## src/rtl/bcd_seg_scan_if.sv

```systemverilog
// Signal bundle between the BCD source/display control and the scanned 7-segment driver.
interface bcd_seg_scan_if #(
  parameter int NUM_DIGITS = 8,
  parameter int BCD_WIDTH  = 32,
  parameter int IDX_W      = 3
);
  logic [BCD_WIDTH-1:0]  bcd_in;
  logic                  bcd_valid;
  logic [NUM_DIGITS-1:0] dp_in;
  logic                  blank;
  logic [NUM_DIGITS-1:0] an;
  logic [6:0]            seg;
  logic                  dp;
  logic [IDX_W-1:0]      digit_idx;
  logic                  frame_done;

  modport master (
    output bcd_in, bcd_valid, dp_in, blank,
    input  an, seg, dp, digit_idx, frame_done
  );

  modport slave (
    input  bcd_in, bcd_valid, dp_in, blank,
    output an, seg, dp, digit_idx, frame_done
  );
endinterface

```

## src/rtl/bcd_seg_scan.sv

```systemverilog
// Time-multiplexed active-low 7-segment scanner with tear-free frame-boundary loading.
// Optional leading-zero blanking is enabled by defining BCD_SEG_LZB_EN.
module bcd_seg_scan #(
  parameter int NUM_DIGITS  = 8,
  parameter int BCD_WIDTH   = 32,
  parameter int REFRESH_DIV = 100000,
  parameter int IDX_W       = 3
) (
  input logic          clk,
  input logic          rst_n,
  bcd_seg_scan_if.slave bus
);

  localparam int PW = $clog2(REFRESH_DIV);

  logic [PW-1:0]         presc_q, presc_d;
  logic [IDX_W-1:0]      idx_q, idx_d;
  logic [BCD_WIDTH-1:0]  disp_q, disp_d;
  logic [BCD_WIDTH-1:0]  pend_q, pend_d;
  logic                  pend_flag_q, pend_flag_d;
  logic [NUM_DIGITS-1:0] an_q, an_d;
  logic [6:0]            seg_q, seg_d;
  logic                  dp_q, dp_d;
  logic                  fd_q, fd_d;
  logic                  tick, wrap;
  logic [NUM_DIGITS-1:0] lit;

  function automatic logic [6:0] seg_decode(input logic [3:0] d);
    logic [6:0] s;
    case (d)
      4'd0:    s = 7'h40;
      4'd1:    s = 7'h79;
      4'd2:    s = 7'h24;
      4'd3:    s = 7'h30;
      4'd4:    s = 7'h19;
      4'd5:    s = 7'h12;
      4'd6:    s = 7'h02;
      4'd7:    s = 7'h78;
      4'd8:    s = 7'h00;
      4'd9:    s = 7'h10;
      default: s = 7'h3F;
    endcase
    return s;
  endfunction

`ifdef BCD_SEG_LZB_EN
  // A digit stays lit if it or any digit above it is nonzero; digit 0 always lit.
  always_comb begin
    lit    = '1;
    for (int k = 1; k < NUM_DIGITS; k++) begin
      lit[k] = ((disp_q >> (4 * k)) != '0);
    end
  end
`else
  assign lit = '1;
`endif

  always_comb begin
    tick        = (presc_q == PW'(REFRESH_DIV - 1));
    wrap        = tick && (idx_q == IDX_W'(NUM_DIGITS - 1));
    presc_d     = tick ? '0 : presc_q + 1'b1;
    idx_d       = idx_q;
    if (tick) begin
      idx_d = wrap ? '0 : idx_q + 1'b1;
    end
    fd_d        = wrap;

    disp_d      = disp_q;
    pend_d      = pend_q;
    pend_flag_d = pend_flag_q;
    if (bus.bcd_valid) begin
      pend_d      = bus.bcd_in;
      pend_flag_d = 1'b1;
    end
    // A strobe coinciding with the wrap bypasses the pending register.
    if (wrap) begin
      if (bus.bcd_valid) begin
        disp_d = bus.bcd_in;
      end else if (pend_flag_q) begin
        disp_d = pend_q;
      end
      pend_flag_d = 1'b0;
    end

    an_d = '1;
    for (int k = 0; k < NUM_DIGITS; k++) begin
      if (!bus.blank && (idx_q == IDX_W'(k)) && lit[k]) begin
        an_d[k] = 1'b0;
      end
    end
    seg_d = seg_decode(disp_q[4 * idx_q +: 4]);
    dp_d  = ~bus.dp_in[idx_q];
  end

  always_ff @(posedge clk or negedge rst_n) begin
    if (!rst_n) begin
      presc_q     <= '0;
      idx_q       <= '0;
      disp_q      <= '0;
      pend_q      <= '0;
      pend_flag_q <= 1'b0;
      an_q        <= '1;
      seg_q       <= 7'h7F;
      dp_q        <= 1'b1;
      fd_q        <= 1'b0;
    end else begin
      presc_q     <= presc_d;
      idx_q       <= idx_d;
      disp_q      <= disp_d;
      pend_q      <= pend_d;
      pend_flag_q <= pend_flag_d;
      an_q        <= an_d;
      seg_q       <= seg_d;
      dp_q        <= dp_d;
      fd_q        <= fd_d;
    end
  end

  assign bus.an         = an_q;
  assign bus.seg        = seg_q;
  assign bus.dp         = dp_q;
  assign bus.digit_idx  = idx_q;
  assign bus.frame_done = fd_q;

endmodule

```

## src/flat_wrapper.sv

```systemverilog
// flat-port wrapper written by rule: the top's interface ports become plain ports
module bcd_seg_scan_flat 
#(
  parameter int NUM_DIGITS  = 8,
  parameter int BCD_WIDTH   = 32,
  parameter int REFRESH_DIV = 100000,
  parameter int IDX_W       = 3
)
  (clk, rst_n, bus_bcd_in, bus_bcd_valid, bus_dp_in, bus_blank, bus_an, bus_seg, bus_dp, bus_digit_idx, bus_frame_done);
  bcd_seg_scan_if #(.NUM_DIGITS(NUM_DIGITS), .BCD_WIDTH(BCD_WIDTH), .IDX_W(IDX_W)) bus_i ();
  input logic clk;
  input logic rst_n;
  input wire logic [$bits(bus_i.bcd_in)-1:0] bus_bcd_in;
  input wire logic [$bits(bus_i.bcd_valid)-1:0] bus_bcd_valid;
  input wire logic [$bits(bus_i.dp_in)-1:0] bus_dp_in;
  input wire logic [$bits(bus_i.blank)-1:0] bus_blank;
  output wire logic [$bits(bus_i.an)-1:0] bus_an;
  output wire logic [$bits(bus_i.seg)-1:0] bus_seg;
  output wire logic [$bits(bus_i.dp)-1:0] bus_dp;
  output wire logic [$bits(bus_i.digit_idx)-1:0] bus_digit_idx;
  output wire logic [$bits(bus_i.frame_done)-1:0] bus_frame_done;
  assign bus_i.bcd_in = bus_bcd_in;
  assign bus_i.bcd_valid = bus_bcd_valid;
  assign bus_i.dp_in = bus_dp_in;
  assign bus_i.blank = bus_blank;
  assign bus_an = bus_i.an;
  assign bus_seg = bus_i.seg;
  assign bus_dp = bus_i.dp;
  assign bus_digit_idx = bus_i.digit_idx;
  assign bus_frame_done = bus_i.frame_done;
  bcd_seg_scan #(.NUM_DIGITS(NUM_DIGITS), .BCD_WIDTH(BCD_WIDTH), .REFRESH_DIV(REFRESH_DIV), .IDX_W(IDX_W)) u_core (.clk(clk), .rst_n(rst_n), .bus(bus_i));
endmodule
```

## config.mk

```make
export PLATFORM = sky130hd
export DESIGN_NAME = bcd_seg_scan_flat
export DESIGN_NICKNAME = d
export VERILOG_FILES = /design/src/rtl/bcd_seg_scan_if.sv /design/src/rtl/bcd_seg_scan.sv /design/src/flat_wrapper.sv
export SDC_FILE = /design/constraint.sdc
export NUM_CORES = 1
export LEC_CHECK = 0
export CAP_MARGIN = 15
export CORE_ASPECT_RATIO = 1.75
export CORE_UTILIZATION = 30
export CTS_CLUSTER_DIAMETER = 50
export DETAILED_ROUTE_END_ITERATION = 6
export GPL_TIMING_DRIVEN = 0
export PLACE_DENSITY = 0.51
export SLEW_MARGIN = 20
export SYNTH_ARGS = -nofsm -noshare
export SYNTH_HDL_FRONTEND = slang
export SYNTH_SLANG_ARGS = --single-unit
export TNS_END_PERCENT = 5
```

## constraint.sdc

```tcl
create_clock -name clk -period 5 [get_ports clk]
set_input_delay 1.5 -clock clk [delete_from_list [all_inputs] [get_ports clk]]
set_output_delay 1.5 -clock clk [all_outputs]
set_load 0.05 [all_outputs]
```

---- Word level (Yosys, flattened, before mapping) ----
Memories as Yosys holds them, arrays and structs flattened. A register that Yosys moved wholly into a read port is not among the register bits.
Cells that the tools add are included.
operators by class
  eq/ne operators ......................... 8
  add/subtract/negate cells ............... 2
  bitwise operators ....................... 1
  mux-type cells .......................... 16
  shift operators ......................... 1
  order comparisons ....................... 1
  reduce and logical (&&, ||, !) cells .... 15
operators with widths
  operator                                                    number
  2-to-1 mux 32 bit                                           2
  variable part select 32 x 6 -> 4 bit                        1
  adder 17 x 1 -> 17 bit, second input constant               1
  == test 17 bit, second input constant                       1
  2-to-1 mux 17 bit                                           1
  == test 3 bit, second input constant                        4
  2-to-1 mux 1 bit                                            11
  logical AND 1 bit                                           9
  == test 3 x 2 -> 1 bit, second input constant               2
  less-than comparator 3 x 4 -> 1 bit, second input constant  1
  nonzero test 2 bit                                          2
  adder 3 x 1 -> 3 bit, second input constant                 1
  binary-select mux 1 bit (select 3 bit)                      1
  == test 3 x 1 -> 1 bit, second input constant               1
  logical NOT 3 bit                                           1
  2-to-1 mux 3 bit                                            1
  logical NOT 1 bit                                           2
  AND reduction 2 bit                                         1
  NOT 1 bit                                                   1
word-level totals
  word-level logic and storage cells ...... 53
  bits of input ports ..................... 44
  ROM bits ................................ 112
  output and inout port bits .............. 20
  memories ................................ 1
  register bits ........................... 95
memories
  memory           depth  bits a word  rd ports  clocked after Yosys merged registers in  wr ports  line                text
  (no name shown)  16     7            1         1                                        0         bcd_seg_scan.sv:30  case (d)

---- Logic depth before layout (Yosys ltp) ----
  depth in word-level cells ............... 3
  mapped depth ............................ 7
  mapped depth without buffers ............ 6

---- Worst setup path after synthesis ----
No wires, ideal clock.
  kind .................................... input -> register
  start ................................... in bus_bcd_valid
  end ..................................... reg u_core.disp_q[10]
  path buffers ............................ 3
  data required time ...................... 4.875 ns
  setup time .............................. 0.125 ns
  setup slack ............................. 2.145 ns
  arrival ................................. 2.730 ns
  cell stages on the path ................. 6
  cells stage by stage .................... clkbuf_1 -> nor2_1 -> nor4bb_1 -> clkbuf_1 -> buf_4 -> mux2_2
between the ends
  word-level cells in the longest chain between the ends .. 2
  elaborated cells on any way between the ends .. 3
  classes of those cells .................. 1 x mux; 2 x reduce/logical
RTL lines
  item                                  line                 text
  start: declaration                    flat_wrapper.sv:14   input wire logic [$bits(bus_i.bcd_valid)-1:0] bus_bcd_valid;
  nonzero test 2 bit (no source line)   --
  AND reduction 2 bit (no source line)  --
  end signal: assignment                bcd_seg_scan.sv:109  disp_q <= disp_d;
  end: declaration                      bcd_seg_scan.sv:18   logic [BCD_WIDTH-1:0] disp_q, disp_d;
Parallel ways exist; a longest one is shown, timed or not.
A chain may end at the register's enable or synchronous reset.

---- Worst setup path after layout ----
  start ................................... reg u_core.idx_q[0] (netlist: u_core.bus.digit_idx[0])
  end ..................................... out bus_digit_idx[0]
RTL lines
  item                      line                 text
  start: declaration        bcd_seg_scan.sv:17   logic [IDX_W-1:0] idx_q, idx_d;
  start signal: assignment  bcd_seg_scan.sv:108  idx_q <= idx_d;
  end: declaration          flat_wrapper.sv:20   output wire logic [$bits(bus_i.digit_idx)-1:0] bus_digit_idx;
No word-level cell between the ends.

==> metrics <==
slew margin rel.=39.5%; CTS buffer count=9; ys async rst share=100%; chip height=around 160 um; r2r setup slk=between 2000 and 2500 ps; met1 GRT Util=13.9%; Final Hold Fails=0; Worst-Skew Late Latency=~350 ps; most frequent cells in the layout=dfrtp_1, mux2_2, clkdlybuf4s50_1; Max Freq=around 300 MHz; CTS tree=yes; Critical R2R Launch=u_core.bus.digit_idx[1]; status=finished, final reports clean; Critical Path Max Stage Delay=about 880 ps; Post-CTS Setup Inserts=0; dpl ws=between 1500 and 2000 ps; Hold Slack=about 500 ps; share of cells above drive strength 1=30.4%; Net Switching=roughly 0.37 mW; Clk pwr share=40.9%; port bufs=between 60 and 70; clock sink count=just over 100; Cell Count, Final, Fillers Out=561; Synth Register Bits=roughly 100; initial antenna violation count=0; Clock Tree Buf Depth=2; Worst Hold Class=reg2reg; Hold Buf Count CTS=0; Peak supply drop=approximately 0.12 mV; leak pwr=between 2 and 2.5 nW; routed len/inst=15.5 um; Post-DRT Antenna Nets=0; vias per cell=4.71; Worst path top cell family by delay=buffers and inverters; Seq/Total Area, Yosys=between 50 and 60%; RSZ-0062 raised after global routing=no; synthesized net count=359; Initial DRT Pass Iterations=4; Max Slew Vio Count=0; crit end category=primary output; total grt overflow=0; kind of start point of the critical path=register; DRC Markers=0; vias in the first global route=2810; Seq pwr share=a little over half; WHS Endpoint=u_core.pend_q[6]; Syn. warnings=0; worst-margin pin slew=around 900 ps; hold depth=1; Starting Density=30.9%; CTS clk-pin slew, worst paths=70 ps; die area=0.0154 sq mm; PwrDens=around 290 mW/mm^2; CP Data Required Time=3500 ps; CP max FO=7; Final TNS setup=0 ps; endpoints failing setup=0; CTS resizes=0; worst path bufs/invs=1; Comb power frac=6.4%; H-Tree Depth=3; global-route wire length before repair=around 14000 um; Tmin final=3310 ps; area of the core=0.0144 sq mm; via count=approximately 2600; largest net degree at the start of global routing=80; 1st-iter DRT viols=between 70 and 80; gr usage total=between 10% and 20%; fin util=roughly 39%; Post-synth EDFFs=0; I/O pin cnt=64; CP Class=reg2out; n_diodes=0; RR Endpoint=u_core.bus.seg[0]; internal power=1.25 mW; Layout Skew=approximately 8.4 ps; fin nets=around 430; dominant register cell in the synthesized netlist=dfrtp_1; GR Layer Usage met2=between 20% and 30%; crit path cell chain=clkdlybuf4s50_1; period utilization=66.1%; synthesized netlist cell count=around 300; WP data arrival=about 1800 ps; Die X=roughly 94 um; MaxCap Viol Count=0; row count=58; drt total wl=about 8700 um; Switching Share=a little under a quarter; P&R area growth vs syn=25.9%; synthesized area=around 0.0045 sq mm; worst reg2reg path depth=7; Setup WS post-layout=between 1500 and 2000 ps; most common cell after layout, fill and taps aside=dfrtp_1; slowest CP cell=clkdlybuf4s50_1; Avg Cell Area, Syn=approximately 15 sq um; GRT Max-Usage Layer=met2; Placed Cells=545; gpl congestion=roughly 0.72; met3 Use GR=1.96%; dpl hpwl=about 6500 um; HP Start=u_core.pend_q[6]; CTS root buf=clkbuf_16; Synth cell types=42
per-stage QoR:
| stage | area [sq um] | power (mW) |
|---|---|---|
| 2_1_floorplan | 4460 | 0.913 |
| 3_5_place_dp | 5340 | 0.981 |
| 5_1_grt | 5620 | 1.69 |
| 4_1_cts | 5620 | 1.65 |
| 6_report | 5620 | 1.62 |
| 3_3_place_gp | 5310 | 0.977 |
how the worst max path moves through the flow:
stage	start	endpoint	slack [ps]	depth (start not counted)
after global placement	rst_n	u_core.pend_q[1]	-1400	1
after CTS	u_core.bus.digit_idx[0]	bus_digit_idx[0]	1680	1
after floorplan	bus_bcd_valid	u_core.disp_q[10]	2140	6
after detailed placement	bus_bcd_valid	u_core.disp_q[14]	1670	6
final	u_core.bus.digit_idx[0]	bus_digit_idx[0]	1690	1
after global routing	u_core.bus.digit_idx[0]	bus_digit_idx[0]	1640	1
area by class of cell:
cell class	instances	area, sq um
buffer	11	61.3
clock buffer	9	225
clock inverter	7	57.6
fill	1368	8820
inverter	7	26.3
multi-input combinational	182	1800
sequential	102	2570
tap	180	225
timing repair buffer	63	649
power by group through the flow:
stage                     logic, mW  registers [mW]  clock network, mW
after global routing          0.114           0.860              0.716
after CTS                     0.107           0.858              0.684
after floorplan              0.0376           0.875                  0
after global placement        0.103           0.874                  0
after detailed placement      0.107           0.874                  0
final                         0.103           0.858              0.664
cells in the mapped netlist (2+ instances only):
cell type / n / area share (%)
nor3_1: 5 / 0.56
nand2b_1: 2 / 0.28
buf_4: 3 / 0.50
or4_1: 2 / 0.34
nand3_1: 6 / 0.67
xor2_1: 6 / 1.2
nand4_1: 3 / 0.42
nor4_1: 2 / 0.28
nor2_1: 17 / 1.4
ha_1: 13 / 3.6
mux2_2: 66 / 17
dfstp_2: 16 / 9.4
a21oi_1: 4 / 0.45
mux2_4: 3 / 1.0
dfrtp_1: 86 / 48
and3_1: 2 / 0.28
or3_1: 2 / 0.28
mux2i_1: 4 / 0.90
mux4_1: 9 / 5.3
nand2_1: 11 / 0.93
o21ai_0: 2 / 0.22
clkbuf_1: 6 / 0.50
xnor2_1: 7 / 1.4
mux2i_4: 2 / 1.0
inv_1: 6 / 0.50
kinds of logic (layout without fill, tap and decap cells):
family	after synthesis	count (layout)	share of synthesized area, %
mux	86	86	25.6
fa+ha+maj	13	13	3.65
xor+xnor	13	13	2.55
flops	102	102	57.7
buf+inv	18	97	1.96
simple gates	58	58	6.59
compound gates	12	12	1.96
flip-flops by register name (all words and copies together) (netlist names):
signal / cells
u_core.disp_q: 32
u_core.pend_q: 32
u_core.presc_q: 17
u_core.bus.an: 8
u_core.bus.seg: 7
u_core.bus.digit_idx: 3
u_core.bus.dp: 1
u_core.bus.frame_done: 1
u_core.pend_flag_q: 1
metal layers:
| metal | vias up | share of wire [%] |
|---|---|---|
| met5 | - | 0 |
| met4 | 0 | 2.9 |
| met3 | 13 | 3.0 |
| met1 | 1351 | 40 |
| met2 | 54 | 54 |
| li1 | 1227 | - |
(Power assumes the default switching activity.)
